### src/rtl/wheel_pulse_meter_pkg.sv
// Shared constants and state encodings for the smart-car measurement blocks.
package wheel_pulse_meter_pkg;

  localparam int SYS_CLK_HZ          = 50_000_000;
  localparam int DEFAULT_GATE_CYCLES = 5_000_000;

  typedef enum logic {
    ST_IDLE  = 1'b0,
    ST_ARMED = 1'b1
  } per_state_e;

endpackage

### src/rtl/wheel_pulse_meter_edge_sync.sv
// Two-flop synchroniser plus history flop; flags a rising edge of an async input.
module pulse_edge_sync (
  input  logic clk_in,
  input  logic rst,
  input  logic d_async,
  output logic edge_det
);

  logic s1, s2, s3;

  // The chain keeps sampling during reset so the history tracks a held-high input
  // and no false edge appears on release; consumers ignore edge_det while in reset.
  always_ff @(posedge clk_in) begin
    s1 <= d_async;
    s2 <= s1;
    s3 <= s2;
  end

  assign edge_det = s2 & ~s3;

endmodule

### src/rtl/wheel_pulse_meter.sv
// Gate-window edge counter and edge-to-edge period meter for an external pulse train.
module wheel_pulse_meter
  import wheel_pulse_meter_pkg::*;
#(
  parameter int GATE_CYCLES = DEFAULT_GATE_CYCLES,
  parameter int CW          = 16,
  parameter int PW          = 24
) (
  input  logic          clk_in,
  input  logic          rst,
  input  logic          sig_in,
  output logic [CW-1:0] freq_count,
  output logic          freq_ovf,
  output logic          freq_valid,
  output logic [PW-1:0] period,
  output logic          period_valid,
  output logic          stalled
);

  localparam int            WW       = $clog2(GATE_CYCLES);
  localparam logic [WW-1:0] WIN_LAST = WW'(GATE_CYCLES - 1);
  localparam logic [CW-1:0] CNT_MAX  = '1;
  localparam logic [PW-1:0] PER_MAX  = '1;

  logic          edge_det;
  logic [WW-1:0] win_cnt;
  logic [CW-1:0] edge_cnt;
  logic          edge_ovf;
  logic [CW:0]   cnt_sum;
  logic [CW-1:0] cnt_next;
  logic          ovf_next;

  per_state_e    state, state_n;
  logic [PW-1:0] per_cnt, per_cnt_n;
  logic [PW-1:0] period_n;
  logic          period_valid_n;
  logic          stalled_n;

  pulse_edge_sync u_sync (
    .clk_in  (clk_in),
    .rst     (rst),
    .d_async (sig_in),
    .edge_det(edge_det)
  );

  // Overflow is sticky: it records that the true count went past CNT_MAX.
  always_comb begin
    cnt_sum  = {1'b0, edge_cnt} + (CW + 1)'(edge_det);
    cnt_next = cnt_sum[CW] ? CNT_MAX : cnt_sum[CW-1:0];
    ovf_next = edge_ovf | cnt_sum[CW];
  end

  always_ff @(posedge clk_in) begin
    if (rst) begin
      win_cnt    <= '0;
      edge_cnt   <= '0;
      edge_ovf   <= 1'b0;
      freq_count <= '0;
      freq_ovf   <= 1'b0;
      freq_valid <= 1'b0;
    end else if (win_cnt == WIN_LAST) begin
      win_cnt    <= '0;
      edge_cnt   <= '0;
      edge_ovf   <= 1'b0;
      freq_count <= cnt_next;
      freq_ovf   <= ovf_next;
      freq_valid <= 1'b1;
    end else begin
      win_cnt    <= win_cnt + WW'(1);
      edge_cnt   <= cnt_next;
      edge_ovf   <= ovf_next;
      freq_valid <= 1'b0;
    end
  end

  always_ff @(posedge clk_in) begin
    if (rst) begin
      state        <= ST_IDLE;
      per_cnt      <= '0;
      period       <= '0;
      period_valid <= 1'b0;
      stalled      <= 1'b0;
    end else begin
      state        <= state_n;
      per_cnt      <= per_cnt_n;
      period       <= period_n;
      period_valid <= period_valid_n;
      stalled      <= stalled_n;
    end
  end

  // An edge in the same cycle the counter tops out still yields a period of PER_MAX.
  always_comb begin
    state_n        = state;
    per_cnt_n      = per_cnt;
    period_n       = period;
    period_valid_n = 1'b0;
    stalled_n      = stalled;
    case (state)
      ST_IDLE: begin
        if (edge_det) begin
          state_n   = ST_ARMED;
          per_cnt_n = PW'(1);
        end
      end
      ST_ARMED: begin
        if (edge_det) begin
          period_n       = per_cnt;
          period_valid_n = 1'b1;
          stalled_n      = 1'b0;
          per_cnt_n      = PW'(1);
        end else if (per_cnt == PER_MAX) begin
          state_n   = ST_IDLE;
          period_n  = '0;
          stalled_n = 1'b1;
          per_cnt_n = '0;
        end else begin
          per_cnt_n = per_cnt + PW'(1);
        end
      end
    endcase
  end

endmodule

### config.mk
export PLATFORM = sky130hd
export DESIGN_NAME = wheel_pulse_meter
export DESIGN_NICKNAME = d
export VERILOG_FILES = /design/src/rtl/wheel_pulse_meter_pkg.sv /design/src/rtl/wheel_pulse_meter_edge_sync.sv /design/src/rtl/wheel_pulse_meter.sv
export SDC_FILE = /design/constraint.sdc
export NUM_CORES = 1
export LEC_CHECK = 0
export CORE_ASPECT_RATIO = 2
export CORE_MARGIN = 4
export CORE_UTILIZATION = 56
export CTS_CLUSTER_SIZE = 30
export DETAILED_ROUTE_END_ITERATION = 12
export PLACE_DENSITY = 0.79
export SYNTH_ARGS = -nofsm -noshare
export SYNTH_HDL_FRONTEND = slang
export SYNTH_HIERARCHICAL = 1
export SYNTH_SLANG_ARGS = --single-unit
### constraint.sdc
create_clock -name clk_in -period 2.1 [get_ports clk_in]
set_input_delay 0.315 -clock clk_in [delete_from_list [all_inputs] [get_ports clk_in]]
set_output_delay 0.315 -clock clk_in [all_outputs]
set_load 0.05 [all_outputs]
======== After elaboration in Yosys (flattened, before gate mapping) ========
Cells that the tools add are included.
storage, ports and cells
  register bits ........................... 112
  output and inout bits ................... 44
  word-level logic and storage cells ...... 42
operators by class
  add/subtract/negate cells ............... 3
  equal/unequal tests ..................... 3
  multiplexer cells ....................... 14
  bitwise gates (word level) .............. 4
  reduce and logical (&&, ||, !) cells .... 4
operator list
  operator                                        number
  2-to-1 mux 24 bit                               5
  case mux 24 bit (2 select lines)                1
  adder 24 x 1 -> 24 bit (second input constant)  1
  == test 24 bit (second input constant)          1
  adder 23 x 1 -> 23 bit (second input constant)  1
  == test 23 bit (second input constant)          1
  adder 16 x 1 -> 17 bit                          1
  2-to-1 mux 16 bit                               1
  2-to-1 mux 1 bit                                6
  OR reduction 2 bit                              2
  != test 2 bit (second input constant)           1
  inverter 1 bit                                  2
  case mux 1 bit (2 select lines)                 1
  AND reduction 2 bit                             1
  nonzero test 2 bit                              1
  bitwise AND 1 bit                               1
  OR 1 bit                                        1

======== Longest topological paths before layout ========
  word-level depth ........................ 4
  mapped depth ............................ 8
  gate-level depth less buffers ........... 8

======== Modules after synthesis ========
The synthesis kept the hierarchy.
modules (own cells, without submodules)
  module             times used  cells each  area an instance (µm²)  seq. area each (µm²)
  wheel_pulse_meter  1           502         4608.2                  2182.1
  pulse_edge_sync    1           4           73.8                    60.1

======== Worst setup path before layout ========
Ideal clock, no wire load.
  kind .................................... register to register
  start point ............................. register u_sync.s2
  end point ............................... register freq_count[14]
  setup time .............................. 0.128 ns
  arrival ................................. 1.817 ns
  required time ........................... 1.972 ns
  slack ................................... 0.155 ns
  cell stages (with the launch flop) ...... 9
  period minus slack after synthesis ...... 1.945 ns
  path through ............................ dfxtp_1 -> nor2b_4 -> ha_1 -> ha_1 -> nand3_1 -> nor4_1 -> mux2_2 -> mux2i_1 -> nor2_1
on the way
  word-level cells in the longest chain between the ends .. 3
ends and longest elaborated chain
  what                    RTL line                           RTL
  from (decl)             wheel_pulse_meter_edge_sync.sv:9   logic s1, s2, s3;
  from (signal assigned)  wheel_pulse_meter_edge_sync.sv:15  s2 <= s1;
  bitwise AND 1 bit       wheel_pulse_meter_edge_sync.sv:19  assign edge_det = s2 & ~s3;
  net edge_det            wheel_pulse_meter.sv:25            logic edge_det;
  adder 16 x 1 -> 17 bit  wheel_pulse_meter.sv:48            cnt_sum = {1'b0, edge_cnt} + (CW + 1)'(edge_det);
  2-to-1 mux 16 bit       wheel_pulse_meter.sv:49            cnt_next = cnt_sum[CW] ? CNT_MAX : cnt_sum[CW-1:0];
  to (signal assigned)    wheel_pulse_meter.sv:65            freq_count <= cnt_next;
  to (decl)               wheel_pulse_meter.sv:12            output logic [CW-1:0] freq_count,
The timed path passes the listed nets, and every way through them passes these cells.
A chain may end at the register's enable or synchronous reset.

======== Worst setup path in the final report ========
  start point ............................. register per_cnt[1]
  end point ............................... register per_cnt[15]
on the way
  word-level cells in the longest chain between the ends .. 4
  elaborated cells on any way between the ends .. 5
  those cells by class .................... 1 x add/sub; 1 x eq/ne; 3 x mux
ends and longest elaborated chain
  what                                                             RTL line                                            RTL
  from (decl)                                                      wheel_pulse_meter.sv:34                             logic [PW-1:0] per_cnt, per_cnt_n;
  from (signal assigned)                                           wheel_pulse_meter.sv:85                             per_cnt <= per_cnt_n;
  adder 24 x 1 -> 24 bit / == test 24 bit (equally long branches)  wheel_pulse_meter.sv:118, wheel_pulse_meter.sv:112
  2-to-1 mux 24 bit (*)                                            wheel_pulse_meter.sv:112                            end else if (per_cnt == PER_MAX) begin
  2-to-1 mux 24 bit (*)                                            wheel_pulse_meter.sv:107                            if (edge_det) begin
  case mux 24 bit (2 select lines) (*)                             wheel_pulse_meter.sv:99                             case (state)
Every way passes the cells marked *; elsewhere a longest branch is shown, timed or not.

==> metrics.txt <==
Mapped Area=4680 um2; min Tclk post-route=1.98 ns; CP startpoint kind=flip-flop; post-DP HPWL=7920 um; H-tree depth=3; number of I/O pins=47; total negative slack=0 ns; P&R area growth vs syn=22.9%; Peak VDD IR=0.538 mV; Starting Density=56.9%; # hold bufs at CTS=0; drt pass-1 iters=4; die width=72.7 um; WL final=11000 um; Hold Crit Class=reg2reg; RSZ-0062 raised after global routing=false; Antenna Nets Post-Route=0; max_slew headroom=52.3%; total CTS buffers=9; final critical-path share of the clock period=94.4%; vias in the first global route=4014; buffer count from post-CTS setup fixing=0; Die Height=137 um; placed inst area=5410 um2; synth top area cells=dfxtp_1, nor2_1, a22o_1; clock root cell=clkbuf_16; Req. time, crit path=2.33 ns; Skew-Pair Late Insertion Delay=0.36 ns; global-route wire length before repair=17900 um; sequential share of the synthesized area=47.9%; Power Total=4.03 mW; P_leak=2.03 nW; Core Footprint=8230 um2; Final nets=576; Setup violations, final=0; ys flop type=dfxtp_1; arrival time at the worst endpoint=2.22 ns; FMAX=0.504 GHz; Final Hold Vio Count=0; drt wl/cell=16.4 um; total track usage=23.0%; vias after detailed routing=4018; GRT overflow=0; pin count of the biggest net entering global routing=26; Clock Sinks=112; #FFs+latches synth=112; area fraction of the dominant cell type after synthesis=47.9%; Crit Path Category=reg2reg; status=finished clean; YS warnings=6; design area=5750 um2; Post-Synthesis Cells=506; drt first-iter violations=266; diodes inserted=0; TritonCTS clock tree=done; largest area contributor in the netlist=dfxtp_1; asr flop ratio synth=0%; Avg Inst Size Synth=9.25 um2; Longest Clk Path Bufs=2; number of synthesized flops with an enable pin=0; die area=9980 um2; drt via density=5.98; CP Capture Type=flip-flop; # DRC=0; Netlist cell types=51; measured slew at the worst slew-check pin=0.716 ns; Synthesized Nets=513; max-cap viol count=0; power density cells=700 nW/um2; row cnt=47; clk slew on worst S/H paths=0.08 ns; fraction of layout cells with a size suffix above 1=13.1%; Routability Congestion=0.865; clock skew=0.00785 ns; number of I/O port buffers=46; Critical Path Fanout Max=12; fin. max-slew vios=0; initial antenna violation count=0
==> path summary, 6_finish.rpt <==
kind / startpoint / endpoint / slack (ns) / cells after the start
worst max-delay path: per_cnt[1] / per_cnt[15] / 0.12 / 7
worst min-delay path: u_sync/s1 / u_sync/s2 / 0.34 / 0
worst max register to register: per_cnt[1] / per_cnt[15] / 0.12 / 7
worst min register to register: u_sync/s1 / u_sync/s2 / 0.34 / 0
==> metal layers <==
metal  up-vias  track usage (%)  wire [um]
met5         -                0          0
met2       106             42.6       6040
met3        40             5.04        436
met4         0             14.8        491
li1       1944                -          -
met1      1928             22.0       4040
==> worst max-delay path: stages (launching register included) <==
cell	delay, ns
dfxtp_2	0.38
ha_2	0.23
nand2_1	0.15
nor4_4	0.41
a21oi_2	0.20
buf_4	0.24
a21oi_1	0.14
mux2i_1	0.11
==> what timing repair did <==
item	in CTS	in global routing
hold endpoints to repair	0	0
gates resized for setup	0	9
setup endpoints to repair	0	71
==> final cells by class <==
cell class / count / area [um2]
clock buffers: 9 / 225
clock inverters: 7 / 80.1
fillers: 634 / 2480
inverters: 11 / 41.3
multi-input cells: 358 / 2320
flip-flops and latches: 112 / 2240
well taps: 98 / 123
repair buffers: 77 / 718
==> synth_stat cells, types with 5 or more instances <==
library cell  count
o21ai_0          10
nand2_1          27
dfxtp_1         112
nor2_1           78
a21oi_1          17
inv_1            11
a22o_1           26
mux2i_1          11
nand3_1          41
nand4_1          18
nor4_1            5
and3_1            8
nor3_1            8
xnor2_1          13
clkbuf_1          9
a211oi_1         14
xor2_1           19
buf_2            12
==> kinds of logic (layout without fill, tap and decap cells) <==
family / after synthesis / count (layout) / synth area share [%]
and+or+nand+nor: 225 / 225 / 25.4
muxes: 15 / 15 / 3.31
buffers and inverters: 36 / 104 / 3.53
xor gates and xnor gates: 32 / 32 / 5.99
adders and majority gates: 4 / 4 / 1.07
AOI/OAI and AO/OA: 82 / 82 / 12.8
DFF: 112 / 112 / 47.9
==> layout by cell type (no fill, tap or decap), drive strengths merged, types with 11 or more instances in the layout <==
master,instances
inv,12
a211oi,14
clkdlybuf4s50,46
buf,31
a22o,26
nand4,20
nand2,27
nand3,41
mux2i,11
a21oi,18
nor2,78
xnor2,13
xor2,19
dfxtp,112
==> registers in the layout, indices dropped and copies added, names as in the netlist, 16 cells and up <==
register,count
period,24
per_cnt,24
edge_cnt,16
win_cnt,23
freq_count,16
==> through the flow <==
| stage | worst slack (ns) | instances | util, % | hold slack, ns |
|---|---|---|---|---|
| finish | 0.117 | 672 | 69.9 | 0.341 |
| global route | 0.0128 | 672 | 69.9 | 0.347 |
| CTS | 0.0271 | 672 | 69.4 | 0.349 |
| detailed placement | 0.0556 | 656 | 65.7 | 0.332 |
| global placement | 0.111 | 656 | 65.7 | 0.332 |
| floorplan | 0.155 | 506 | - | 0.310 |
==> power breakdown <==
| part | switching, mW | internal [mW] | total (mW) |
|---|---|---|---|
| registers | 0.0125 | 2.14 | 2.15 |
| logic | 0.0942 | 0.0531 | 0.147 |
| clock network | 0.793 | 0.935 | 1.73 |
No activity file was read; power rests on OpenSTA's default activity.
==> patch, RTL diff (same flow settings) <==
`PW`: 24 -> 36.
--- a/src/rtl/wheel_pulse_meter.sv
+++ b/src/rtl/wheel_pulse_meter.sv
@@ -6,3 +6,3 @@
   parameter int CW          = 16,
-  parameter int PW          = 24
+  parameter int PW          = 36
 ) (
Interface: changed (resized period); port bits go from 47 to 59. The function was not compared with the original's and may differ.
==> patch against the unedited design <==
Sequential cell count rose by 24; total power up 58%; setup slack got worse by 110 ps; routed wire length grew 39%; highest routed layer unchanged; sequential share of layout area decreased by 2.7 points; largest power group is now clock; synthesized cell count rose by 24%; die area increased by 19%; synthesized area grew 21%; final area increased by 30%.
==> patch: results (changes against the unedited design) <==
| Metric | Value |
|---|---|
| Post-synthesis compound-gate area fraction | 0.1596 (was 0.1283) |
| Filler instances | 710 (was 634) |
| Synth Area in Adders | 0.008842 (was 0.01069) |
| Root Buffer | clkbuf_16 (unchanged) |
| CP max FO | 5 (was 12) |
| Leading post-synthesis cells by cell area | dfxtp_1, nor2_1, a22o_1, xnor2_1, nand3_1 (was dfxtp_1, nor2_1, a22o_1, nand3_1, xor2_1) |
| Status | completed (unchanged) |
| Total number of yosys warnings | 6 (unchanged) |
| Hpwl dp | 10.22 mm (was 7.916 mm) |
| Pin count of the biggest net entering global routing | 35 (was 26) |
| Number of buffer cells added on primary ports | 58 (was 46) |
| Final GP Congestion | 0.9182 (was 0.8651) |
| Syn_area_per_cell | 9.042 um2 (was 9.253 um2) |
| Post-synthesis mux area share | 0.01061 (was 0.03314) |
| DP Area | 6740 um2 (was 5408 um2) |
| Synth cell count leaders | dfxtp_1, nor2_1, nand2_1 (was dfxtp_1, nor2_1, nand3_1) |
| Skew-Pair Late Insertion Delay | 420 ps (was 360 ps) |
| Via count | 5,278 (was 4,018) |
| Maximum vdd ir drop | 0.6742 mV (was 0.5381 mV) |
| Syn Nets | 633 (was 513) |
| Slew @ Worst Pin | 537.5 ps (was 715.7 ps) |
| CTS clock-pin slew for the worst setup and hold paths | 60 ps (was 80 ps) |
| Initial DRT Pass Iterations | 6 (was 4) |
| Layout cell share with drive strength beyond 1 | 0.1450 (was 0.1307) |
| H-tree depth | 4 (was 3) |
| HP Class | input port to flip-flop (was flip-flop to flip-flop) |
| Sequential share of the synthesized area | 0.4810 (was 0.4789) |
| Vias in the first global route | 5,248 (was 4,014) |
| Cell variety after synth | 52 (was 51) |
| Sw power | 1262 uW (was 899.8 uW) |
| Nets | 732 (was 576) |
| DRT iter0 DRCs | 531 (was 266) |
| Area taken by multi-input logic gates | 2770 um2 (was 2323 um2) |
| Total GRT Usage | 0.2682 (was 0.2301) |
| Skew final | 13.91 ps (was 7.851 ps) |
| Dpl ws | -28.21 ps (was 55.61 ps) |
| Num CTS Buffers | 17 (was 9) |
| XOR/XNOR Fraction of Synth Area | 0.05570 (was 0.05986) |
| Total placed cells including tap cells | 835 (was 656) |
| Crit path DAT | 2450 ps (was 2220 ps) |
| Drt wl/cell | 17.57 um (was 16.38 um) |
| First-pass GRT wire length | 25.00 mm (was 17.93 mm) |
| Largest registers | per_cnt x36, period x36, win_cnt x23 (was per_cnt x24, period x24, win_cnt x23) |
| Leakage | 0.002710 uW (was 0.002030 uW) |
| Top cell type's share of synthesized area | 0.4810 (was 0.4789) |
| Critical path's slowest cell | or3_4 (was nor4_4) |
| Vias per cell | 6.067 (was 5.979) |
patch: path summary, 6_finish.rpt:
path                      from                          end  slack (ps)  cells after the start
max          u_sync/s2$_DFF_P_  freq_count[11]$_SDFFE_PP0P_           9                      8
min                     sig_in            u_sync/s1$_DFF_P_         350                      1
min reg2reg  u_sync/s2$_DFF_P_            u_sync/s3$_DFF_P_         360                      0
max reg2reg  u_sync/s2$_DFF_P_  freq_count[11]$_SDFFE_PP0P_           9                      8
patch: final cells by class:
class / instances / area share
tap: 132 / 0.02203
timing repair buffer: 113 / 0.1435
sequential: 136 / 0.3633
clock inverter: 11 / 0.03237
multi-input combinational: 441 / 0.3694
clock buffer: 21 / 0.06141
inverter: 16 / 0.008009
patch: metal layers:
layer / vias up / wire [um] / track usage
met2: 187 / 8398 / 0.4970
met1: 2531 / 5472 / 0.2655
li1: 2490 / - / -
met3: 70 / 694 / 0.06647
met4: 0 / 720 / 0.1489
met5: - / 0 / 0
patch: power groups by stage:
stage / sequential (uW) / clock [uW] / combinational [uW]
6_report: 2610 / 3530 / 214
3_3_place_gp: 2660 / 0 / 199
2_1_floorplan: 2670 / 0 / 120
3_5_place_dp: 2660 / 0 / 203
5_1_grt: 2610 / 3690 / 228
4_1_cts: 2610 / 3570 / 210
patch: worst reg2reg max path, stage by stage, from the launching register on:
cell and delay [ps]:
dfxtp_2 330, nor2b_4 160, ha_4 160, ha_4 140, nand2_2 50, or3_4 400, or3_4 390, a311o_1 320
o21ai_1 70
patch: repair_timing:
action | CTS | global route
resized for setup | 3 | 6
pin swaps | 0 | 2
setup buffers | 1 | 2
hold buffers | 0 | 0
endpoints found under the setup margin | 11 | 12
